==> config.mk <==
export PLATFORM = sky130hd
export DESIGN_NAME = spi_slave
export DESIGN_NICKNAME = d
export VERILOG_FILES = /design/src/rtl/spi_pkg.sv /design/src/rtl/spi_sync.sv /design/src/rtl/spi_slave.sv
export SDC_FILE = /design/constraint.sdc
export NUM_CORES = 1
export LEC_CHECK = 0
export CORE_MARGIN = 5
export CORE_UTILIZATION = 53
export DETAILED_ROUTE_END_ITERATION = 12
export PLACE_DENSITY = 0.78
export SLEW_MARGIN = 20
export SYNTH_ARGS = -nofsm -noshare
export SYNTH_HDL_FRONTEND = slang
export SYNTH_SLANG_ARGS = --single-unit
==> constraint.sdc <==
create_clock -name clk -period 1.5 [get_ports clk]
set_input_delay 0.3 -clock clk [delete_from_list [all_inputs] [get_ports clk]]
set_output_delay 0.3 -clock clk [all_outputs]
set_load 0.05 [all_outputs]
==> src/rtl/spi_pkg.sv <==
// Shared SPI definitions: transfer width and the slave/master link-state encoding.
package spi_pkg;

  localparam int SPI_BYTE_W = 8;

  typedef enum logic {
    IDLE   = 1'b0,
    ACTIVE = 1'b1
  } spi_state_t;

endpackage

==> src/rtl/spi_sync.sv <==
// Multi-flop bit synchronizer for an asynchronous input, with a configurable reset value.
module spi_sync #(
  parameter int   STAGES  = 2,
  parameter logic RST_VAL = 1'b0
) (
  input  logic clk,
  input  logic rst,
  input  logic d,
  output logic q
);

  logic [STAGES-1:0] chain_reg;

  always_ff @(posedge clk) begin
    if (rst) begin
      chain_reg <= {STAGES{RST_VAL}};
    end else begin
      chain_reg <= {chain_reg[STAGES-2:0], d};
    end
  end

  assign q = chain_reg[STAGES-1];

endmodule

==> src/rtl/spi_slave.sv <==
// SPI mode-0, MSB-first slave with a one-deep transmit holding register.
// Optional sticky receive-overrun flag when SPI_SLAVE_OVERRUN_EN is defined.
module spi_slave
  import spi_pkg::*;
#(
  parameter logic [SPI_BYTE_W-1:0] IDLE_BYTE   = 8'hFF,
  parameter int                    SYNC_STAGES = 2
) (
  input  logic                  clk,
  input  logic                  rst,
  input  logic                  SCK_I,
  input  logic                  SS_I,
  input  logic                  IO0_I,
  output logic                  IO1_O,
  output logic                  IO1_T,
  input  logic [SPI_BYTE_W-1:0] spi_tx_data,
  input  logic                  spi_tx_valid,
  output logic                  spi_tx_ready,
  output logic [SPI_BYTE_W-1:0] spi_rx_data,
`ifdef SPI_SLAVE_OVERRUN_EN
  output logic                  spi_rx_overrun,
`endif
  output logic                  spi_rx_valid
);

  localparam int FLUSH_W = $clog2(SYNC_STAGES + 2);

  logic sck_s, ss_s, mosi_s;

  spi_sync #(.STAGES(SYNC_STAGES), .RST_VAL(1'b0)) u_sync_sck (
    .clk(clk), .rst(rst), .d(SCK_I), .q(sck_s)
  );
  spi_sync #(.STAGES(SYNC_STAGES), .RST_VAL(1'b1)) u_sync_ss (
    .clk(clk), .rst(rst), .d(SS_I), .q(ss_s)
  );
  spi_sync #(.STAGES(SYNC_STAGES), .RST_VAL(1'b0)) u_sync_mosi (
    .clk(clk), .rst(rst), .d(IO0_I), .q(mosi_s)
  );

  spi_state_t              state_reg, state_next;
  logic                    sck_prev_reg, ss_prev_reg;
  logic                    armed_reg;
  logic [FLUSH_W-1:0]      flush_cnt_reg;
  logic [2:0]              bit_cnt_reg;
  logic [SPI_BYTE_W-1:0]   tx_shift_reg, rx_shift_reg;
  logic [SPI_BYTE_W-1:0]   hold_data_reg, rx_data_reg;
  logic                    hold_full_reg, rx_valid_reg;

  logic                    flush_done, sck_rise, sck_fall, ss_fall, ss_rise;
  logic                    active, start, abort, shift_in, shift_out, reload;
  logic                    tx_load, tx_hs, byte_done;
  logic [SPI_BYTE_W-1:0]   load_byte, rx_byte;

  // After reset the SS synchronizer holds its idle value for a few cycles; a frame
  // may only start once SS has genuinely been seen high, so a select left low
  // across reset never looks like a fresh fall.
  assign flush_done = (flush_cnt_reg == FLUSH_W'(SYNC_STAGES));
  assign sck_rise   = sck_s & ~sck_prev_reg;
  assign sck_fall   = ~sck_s & sck_prev_reg;
  assign ss_fall    = armed_reg & ss_prev_reg & ~ss_s;
  assign ss_rise    = ss_s & ~ss_prev_reg;

  always_comb begin
    state_next = state_reg;
    case (state_reg)
      IDLE:    if (ss_fall) state_next = ACTIVE;
      ACTIVE:  state_next = ACTIVE;
      default: state_next = IDLE;
    endcase
    if (ss_rise) state_next = IDLE;
  end

  always_ff @(posedge clk) begin
    if (rst) state_reg <= IDLE;
    else     state_reg <= state_next;
  end

  assign active    = (state_reg == ACTIVE);
  assign start     = (state_reg == IDLE) && (state_next == ACTIVE);
  assign abort     = active && ss_rise;
  assign shift_in  = active && sck_rise && !ss_rise;
  assign shift_out = active && sck_fall && !ss_rise;
  // The falling edge that follows the eighth rising edge starts the next byte.
  assign reload    = shift_out && (bit_cnt_reg == 3'd0);
  assign tx_load   = start || reload;
  assign load_byte = hold_full_reg ? hold_data_reg : IDLE_BYTE;
  assign byte_done = shift_in && (bit_cnt_reg == 3'd7);
  assign rx_byte   = {rx_shift_reg[SPI_BYTE_W-2:0], mosi_s};
  assign tx_hs     = spi_tx_valid && spi_tx_ready;

  always_ff @(posedge clk) begin
    if (rst) begin
      sck_prev_reg  <= 1'b0;
      ss_prev_reg   <= 1'b1;
      armed_reg     <= 1'b0;
      flush_cnt_reg <= '0;
      bit_cnt_reg   <= 3'd0;
      tx_shift_reg  <= '0;
      rx_shift_reg  <= '0;
      rx_data_reg   <= '0;
      rx_valid_reg  <= 1'b0;
    end else begin
      sck_prev_reg <= sck_s;
      ss_prev_reg  <= ss_s;
      rx_valid_reg <= 1'b0;

      if (!flush_done) flush_cnt_reg <= flush_cnt_reg + FLUSH_W'(1);
      if (flush_done && ss_s) armed_reg <= 1'b1;

      if (tx_load) begin
        tx_shift_reg <= load_byte;
      end else if (shift_out) begin
        tx_shift_reg <= {tx_shift_reg[SPI_BYTE_W-2:0], 1'b0};
      end

      if (start || abort) begin
        bit_cnt_reg  <= 3'd0;
        rx_shift_reg <= '0;
      end else if (shift_in) begin
        bit_cnt_reg  <= bit_cnt_reg + 3'd1;
        rx_shift_reg <= rx_byte;
      end

      if (byte_done) begin
        rx_data_reg  <= rx_byte;
        rx_valid_reg <= 1'b1;
      end
    end
  end

  // Holding register: a load consumes the old byte while a same-cycle
  // handshake (only possible when it was empty) deposits the new one.
  always_ff @(posedge clk) begin
    if (rst) begin
      hold_full_reg <= 1'b0;
      hold_data_reg <= '0;
    end else begin
      if (tx_load && hold_full_reg) hold_full_reg <= 1'b0;
      if (tx_hs) begin
        hold_data_reg <= spi_tx_data;
        hold_full_reg <= 1'b1;
      end
    end
  end

`ifdef SPI_SLAVE_OVERRUN_EN
  logic rx_unread_reg, rx_overrun_reg;

  // A tx handshake is taken as the host's acknowledgement of the last rx byte.
  always_ff @(posedge clk) begin
    if (rst) begin
      rx_unread_reg  <= 1'b0;
      rx_overrun_reg <= 1'b0;
    end else begin
      if (byte_done)  rx_unread_reg <= 1'b1;
      else if (tx_hs) rx_unread_reg <= 1'b0;
      if (byte_done && rx_unread_reg && !tx_hs) rx_overrun_reg <= 1'b1;
    end
  end

  assign spi_rx_overrun = rx_overrun_reg;
`endif

  assign IO1_O        = tx_shift_reg[SPI_BYTE_W-1];
  assign IO1_T        = ~active;
  assign spi_tx_ready = ~hold_full_reg & ~rst;
  assign spi_rx_data  = rx_data_reg;
  assign spi_rx_valid = rx_valid_reg;

endmodule

[Word level (Yosys, flattened, before mapping)]
Index checks and enable logic that the tools add are counted.
Operators by class
  add/sub/neg operators: 2
  eq/ne operators: 2
  mux-type cells: 9
  bitwise operators: 13
  reductions and logical operators: 18
Operator list (number)
  $mux W8: 3
  $logic_and A1 B1 Y1: 11
  $not A1 Y1: 7
  $and A1 B1 Y1: 6
  $mux W1: 5
  $reduce_bool A2 Y1: 2
  $add A3 B1 Y3 const B: 1
  $eq A3 B3 Y1 const B: 1
  $logic_not A3 Y1: 1
  $add A2 B1 Y2 const B: 1
  $eq A2 B2 Y1 const B: 1
  $logic_or A1 B1 Y1: 2
  $pmux W1 S2: 1
  $reduce_or A2 Y1: 1
  $logic_not A1 Y1: 1
Storage, ports and cells
  flip-flop bits (word level): 48
  bits of input ports: 14
  output and inout bits: 12
  word-level logic and storage cells: 59

[Logic depth before layout (Yosys ltp)]
Gate-level depths: netlist of run 1.
  depth after elaboration: 10
  mapped depth: 6
  gate-level depth less buffers: 6

[By module]
Synthesis of run 1 repeated with hierarchy kept, for this count alone.
Second synthesis, totals
  cells, all modules: 197
  area total of the unflattened synthesis: 1904.3 µm²
By module, submodules not included
  spi_slave: times used 1, cells an instance 185, area each 1746.7 µm², sequential area each 840.8 µm²
  spi_sync: times used 3, cells an instance 4, area each 52.6 µm², sequential area each 40.0 µm²

[Least setup slack after synthesis of run 1]
No wires, ideal clock.
  path kind: flip-flop to output port
  start: register hold_full_reg
  end: output port spi_tx_ready
  data arrival time: 1.152 ns
  required time: 1.200 ns
  setup slack: 0.048 ns
  cell stages (with the launch flop): 3
  buffers on the path: 1
  cell sequence: dfxtp_1 -> clkbuf_1 -> nor2_1
Between the ends
  word-level cells in the longest chain between the ends: 2
RTL lines
  from (decl): line spi_slave.sv:47  | logic hold_full_reg, rx_valid_reg;
  from (signal assigned): line spi_slave.sv:135  | hold_full_reg <= 1'b0;
  from (signal assigned): line spi_slave.sv:138  | if (tx_load && hold_full_reg) hold_full_reg <= 1'b0;
  from (signal assigned): line spi_slave.sv:141  | hold_full_reg <= 1'b1;
  $not A1 Y1: line spi_slave.sv:166  | assign spi_tx_ready = ~hold_full_reg & ~rst;
  $and A1 B1 Y1: line spi_slave.sv:166
  to (decl): line spi_slave.sv:18  | output logic spi_tx_ready,
Every way passes these cells.

[Worst setup path after layout of run 1]
  start: input port rst
  end: output port spi_tx_ready
Between the ends
  word-level cells in the longest chain between the ends: 2
RTL lines
  from (decl): line spi_slave.sv:10  | input logic rst,
  $not A1 Y1: line spi_slave.sv:166
  $and A1 B1 Y1: line spi_slave.sv:166
Every way passes these cells.

==> results of run 1 <==
-- worst max path at each step --
stage          depth (start not counted)               to
2_1_floorplan                          2     spi_tx_ready
3_3_place_gp                           3  rx_shift_reg[1]
3_5_place_dp                           3  rx_shift_reg[5]
4_1_cts                                7  tx_shift_reg[1]
5_1_grt                                6  tx_shift_reg[0]
6_report                               3     spi_tx_ready
-- power breakdown --
part           leakage [nW]  switching (mW)  internal, mW
sequential            0.391          0.0472          1.35
combinational         0.643           0.162         0.162
clock                0.0412           0.416         0.348
-- area by class of cell --
| cell class | instances | area [sq um] | area share |
|---|---|---|---|
| Clock inverter | 3 | 42.5 | 0.0172 |
| Sequential cell | 48 | 963 | 0.389 |
| Tap cell | 46 | 57.6 | 0.0233 |
| Timing Repair Buffer | 36 | 478 | 0.193 |
| Clock buffer | 5 | 37.5 | 0.0152 |
| Multi-Input combinational cell | 133 | 880 | 0.356 |
| Inverter | 4 | 15.0 | 0.00607 |
-- kinds of logic after synthesis --
logic type      Yosys count
mux                      24
buf+inv                  14
fa+ha+maj                 4
compound gates           21
xor+xnor                  2
simple gates             82
flops                    48
-- cell usage after synthesis (all sizes together) --
cell,instances
nor2,26
o31ai,1
o21ai,7
o2bb2ai,1
nand3b,9
or3,1
a31oi,1
xor2,1
nand2,17
and4bb,1
buf,4
clkbuf,6
inv,4
mux2i,24
a21oi,11
nor2b,12
nand2b,9
or2,4
ha,4
nand4,2
nand3,1
xnor2,1
dfxtp,48
-- metrics by stage --
stage          power (mW)   util  instance area [sq um]  cells  TNS, ns
2_1_floorplan        1.62      -                   1880    195        0
3_3_place_gp         1.71  0.694                   2350    266   -0.489
3_5_place_dp         1.74  0.694                   2350    266    -1.32
4_1_cts              2.49  0.726                   2460    275        0
5_1_grt              2.61  0.730                   2470    275  -0.0286
6_report             2.48  0.730                   2470    275        0
-- timing repair --
item / in CTS / in global routing
resized for setup: 5 / 4
hold buffers: 0 / 0
buffers inserted: 1 / 0
gates cloned: 0 / 0
setup endpoints to repair: 6 / 8
pin swaps: 1 / 1
-- layer usage --
metal	share of wire	up-vias	routed length (microns)	track usage
met4	0.015	0	57	0.0586
met5	0	-	0	0
met2	0.52	19	2000	0.301
met1	0.44	660	1700	0.190
met3	0.028	7	108	0.0377
li1	-	713	-	-
-- layout by cell type (no fill, tap or decap), drive strengths merged, types with 2 or more instances in the layout --
master,count
a21oi,11
buf,23
clkbuf,5
clkdlybuf4s50,13
dfxtp,48
ha,4
inv,4
mux2i,24
nand2,17
nand2b,9
nand3b,9
nand4,2
nor2,26
nor2b,12
o21ai,7
or2,4
==> results.yml, run 1 <==
detailed_routing:
  wl_per_cell_microns: 14.0
  wirelength_microns: 3860
  drtIter0Drc: 42
  drc: 0
  drtAntennaViolNets: 0
  drt_pass1_iterations: 4
  via_per_inst: 5.09
  vias: 1399
clocking:
  cts_buffer_depth: 2
  cts_sinks: 48
  clk_pin_slew_ns: 0.13
  numCtsBuffers: 5
  cts_tree: "built"
  cts-root-buf: "clkbuf_4"
  clkLatencyLatePin_ns: 0.37
  cts_htree_levels: 2
worst_setup_path:
  arrival_ns: 1.15
  path_delay_family: "buffers and inverters"
  crit_required_ns: 1.20
  slowest_stage: "clkdlybuf4s50_1"
  end_kind: "output port"
  path_class: "in2out"
  crit_fanout: 5
  path_cells: "clkdlybuf4s50_1 > nor2_2 > buf_12"
  max_stage_delay_ns: 0.51
  path_buf_inv: 2
  critPathLaunchType: "input pin"
  reg2reg_to: "tx_shift_reg[1]"
  reg2reg_from: "bit_cnt_reg[0]"
  startpoint: "rst"
  r2r_slack_ns: 0.07
  rr_worst_depth: 7
timing:
  holdWs_ns: 0.441
  hold_violations: 0
  setup_violations: 0
  layout_setup_ws_ns: 0.0450
  timing_max_transition_violations_final: 0
  fmax_mhz: 687
  max_slew.worst_pin.slew_ns: 0.353
  period_needed_ns: 1.45
  fin_skew_ns: 0.0110
  fin_crit_sh: 0.970
  slew_headroom: 0.765
worst_hold_path:
  holdPathEnd: "u_sync_ss.chain_reg[1]"
  worstHoldPathType: "reg2reg"
  holdPathStages: 1
  hold_path_startpoint: "u_sync_ss.chain_reg[0]"
global_routing:
  grt_usage: 0.166
  grt_max_degree: 17
  grt_pass1_wl_microns: 6570
  first_global_vias: 1513
  antenna_found_initial: 0
  overflow: 0
synthesis:
  synth_area_per_cell_sq_um: 9.64
  synthMuxAreaShare: 0.128
  synth_top_area_cell: "dfxtp_1"
  synth_area_sq_mm: 0.00188
  ys_seq_area_frac: 0.511
  synth_top_family_by_area: "simple AND/OR/NAND/NOR gates"
  netlist.area_leader.share: 0.511
  yosys-top-cells-area: "dfxtp_1 51%, mux2i_1 13%, nor2_1 5.0%"
  synthAdderAreaFrac: 0.0266
  yosysUniqueCellTypes: 26
  synth_compound_area_frac: 0.0632
  synth_nets: 213
  synthCells: 195
  synth-simple-area-share: 0.232
  synth-xor-area-share: 0.00932
  synth_warnings: 0
  synth_seq_cells: 48
floorplan:
  die_x_microns: 69.5
  core_sq_mm: 0.00339
  start_util: 0.554
  die-height_microns: 69.5
  pin_count: 26
  rows: 21
  die_area_sq_mm: 0.00484
final_layout:
  fin_nets: 246
  drive_above_1_share: 0.192
  syn2layout_area_growth_pct: 31.6
  num_antenna_cells: 0
  fillers: 245
placed_design:
  pre_cts_ws_ns: -0.104
  port_buffers: 25
  gp_congestion: 0.733
  hpwl_microns: 2900
flow_run:
  cap_viol_max_count: 0
run_status:
  status: "completed"
power:
  p_per_area_mw_per_mm2: 1000
  ir_drop_uv: 701
  leakagePower_nw: 1.08
Note: power is estimated with default switching activity, not from simulation.
==> run 2: changes to the inputs <==
- CORE_MARGIN: 5 -> unset
==> results.yml, run 2 (synthesized netlist as in run 1, its figures left out) <==
floorplan:
  start_util: 0.559
  rows: 21
  pin_count: 26
  die_area_sq_mm: 0.00379
  core_sq_mm: 0.00336
  die-height_microns: 61.5
  die_x_microns: 61.5
global_routing:
  antenna_found_initial: 0
  grt_use_met2: 0.352
  grt_max_degree: 24
  grt_pass1_wl_microns: 5870
  grt_busiest_layer: "met2"
  gr-usage-met3: 0.0525
  grt_use_met1: 0.267
  overflow: 0
  grt_usage: 0.215
  first_global_vias: 1397
clocking:
  cts_sinks: 48
  clk_pin_slew_ns: 0.14
  cts_htree_levels: 2
  cts_buffer_depth: 2
  cts-root-buf: "clkbuf_4"
  cts_tree: "built"
  cts_hold_buf: 0
  numCtsBuffers: 5
  clkLatencyLatePin_ns: 0.36
final_layout:
  final_common_cell: "dfxtp_1"
  num_antenna_cells: 0
  syn2layout_area_growth_pct: 33.6
  fin_nets: 247
  fillers: 250
  drive_above_1_share: 0.204
  fin_area_sq_mm: 0.00251
  final_cell_mix: "45 x dfxtp_1, 24 x nor2_1, 24 x mux2i_1, 17 x nand2_1"
  final_core_util: 0.747
worst_setup_path:
  crit_fanout: 4
  crit_required_ns: 1.77
  reg2reg_from: "bit_cnt_reg[0]"
  end_kind: "flip-flop"
  startpoint: "bit_cnt_reg[0]"
  critPathLaunchType: "flip-flop"
  path_class: "reg2reg"
  arrival_ns: 1.76
placed_design:
  post_dp_cell_area_sq_mm: 0.00235
  hpwl_microns: 2710
  port_buffers: 25
  gp_congestion: 0.762
power:
  p_per_area_mw_per_mm2: 999
  leakagePower_nw: 1.07
  ir_drop_uv: 682
timing:
  slew_headroom: 0.758
  fin_crit_sh: 0.993
  timing_max_transition_violations_final: 0
  period_needed_ns: 1.49
  max_slew.worst_pin.slew_ns: 0.363
  hold_violations: 0
  rsz0062_at_grt: "true"
  fin_skew_ns: 0.00609
  setup_violations: 0
  fmax_mhz: 671
worst_hold_path:
  hold_path_startpoint: "u_sync_ss.chain_reg[0]"
  worstHoldPathType: "reg2reg"
detailed_routing:
  drtIter0Drc: 72
  drc: 0
  via_per_inst: 5.26
  drt_pass1_iterations: 4
  vias: 1452
  wl_per_cell_microns: 14.4
  drtAntennaViolNets: 0
  wirelength_microns: 3990
flow_run:
  cap_viol_max_count: 0
run_status:
  status: "completed"
run 2: report_power, final:
part / switching, mW / internal [mW]
clock network: 0.420 / 0.356
registers: 0.0517 / 1.35
logic: 0.174 / 0.160
total: 0.646 / 1.86
run 2: critical path: stages, from the launching register on:
cell,delay [ns]
dfxtp_2,0.34
buf_4,0.13
ha_4,0.16
ha_4,0.14
nand4_1,0.19
clkbuf_16,0.21
mux2i_1,0.17
nor2_1,0.05
run 2: through the flow:
step	TNS, ns	power, mW	cells	setup WS, ns	hold WS [ns]
final	0	2.51	276	0.0103	0.451
after detailed placement	-1.84	1.74	266	-0.135	0.414
after CTS	0	2.50	274	0.00153	0.463
after global routing	-0.587	2.62	276	-0.0642	0.462
after global placement	-1.47	1.71	266	-0.0998	0.396
after floorplan	0	1.62	195	0.0475	0.389
run 2: layout make-up:
class / instances / area (sq um) / area share
sequential: 48 / 965 / 0.384
multi-input combinational: 133 / 900 / 0.358
timing repair buffer: 37 / 490 / 0.195
tap: 46 / 57.6 / 0.0229
clock inverter: 3 / 46.3 / 0.0184
clock buffer: 5 / 37.5 / 0.0149
inverter: 4 / 15.0 / 0.00598
run 2: timing repair:
| item | 4_1_cts | 5_1_grt |
|---|---|---|
| gates resized for setup | 3 | 11 |
| buffers inserted | 0 | 1 |
| cloned | 0 | 1 |
| pin swaps | 0 | 7 |
| endpoints found under the setup margin | 2 | 12 |
run 2: path summary, 6_finish.rpt:
kind	endpoint	slack (ns)	cells past startpoint
setup / recovery	spi_rx_data[0]	0.01	7
setup reg to reg	spi_rx_data[0]	0.01	7
hold reg to reg	u_sync_ss.chain_reg[1]	0.45	1
hold / removal	u_sync_ss.chain_reg[1]	0.45	1
run 2: metal layers:
metal | vias to the layer above | wire length, microns
met2 | 32 | 2000
met3 | 9 | 133
met4 | 0 | 67
met1 | 693 | 1790
met5 | - | 0
li1 | 718 | -
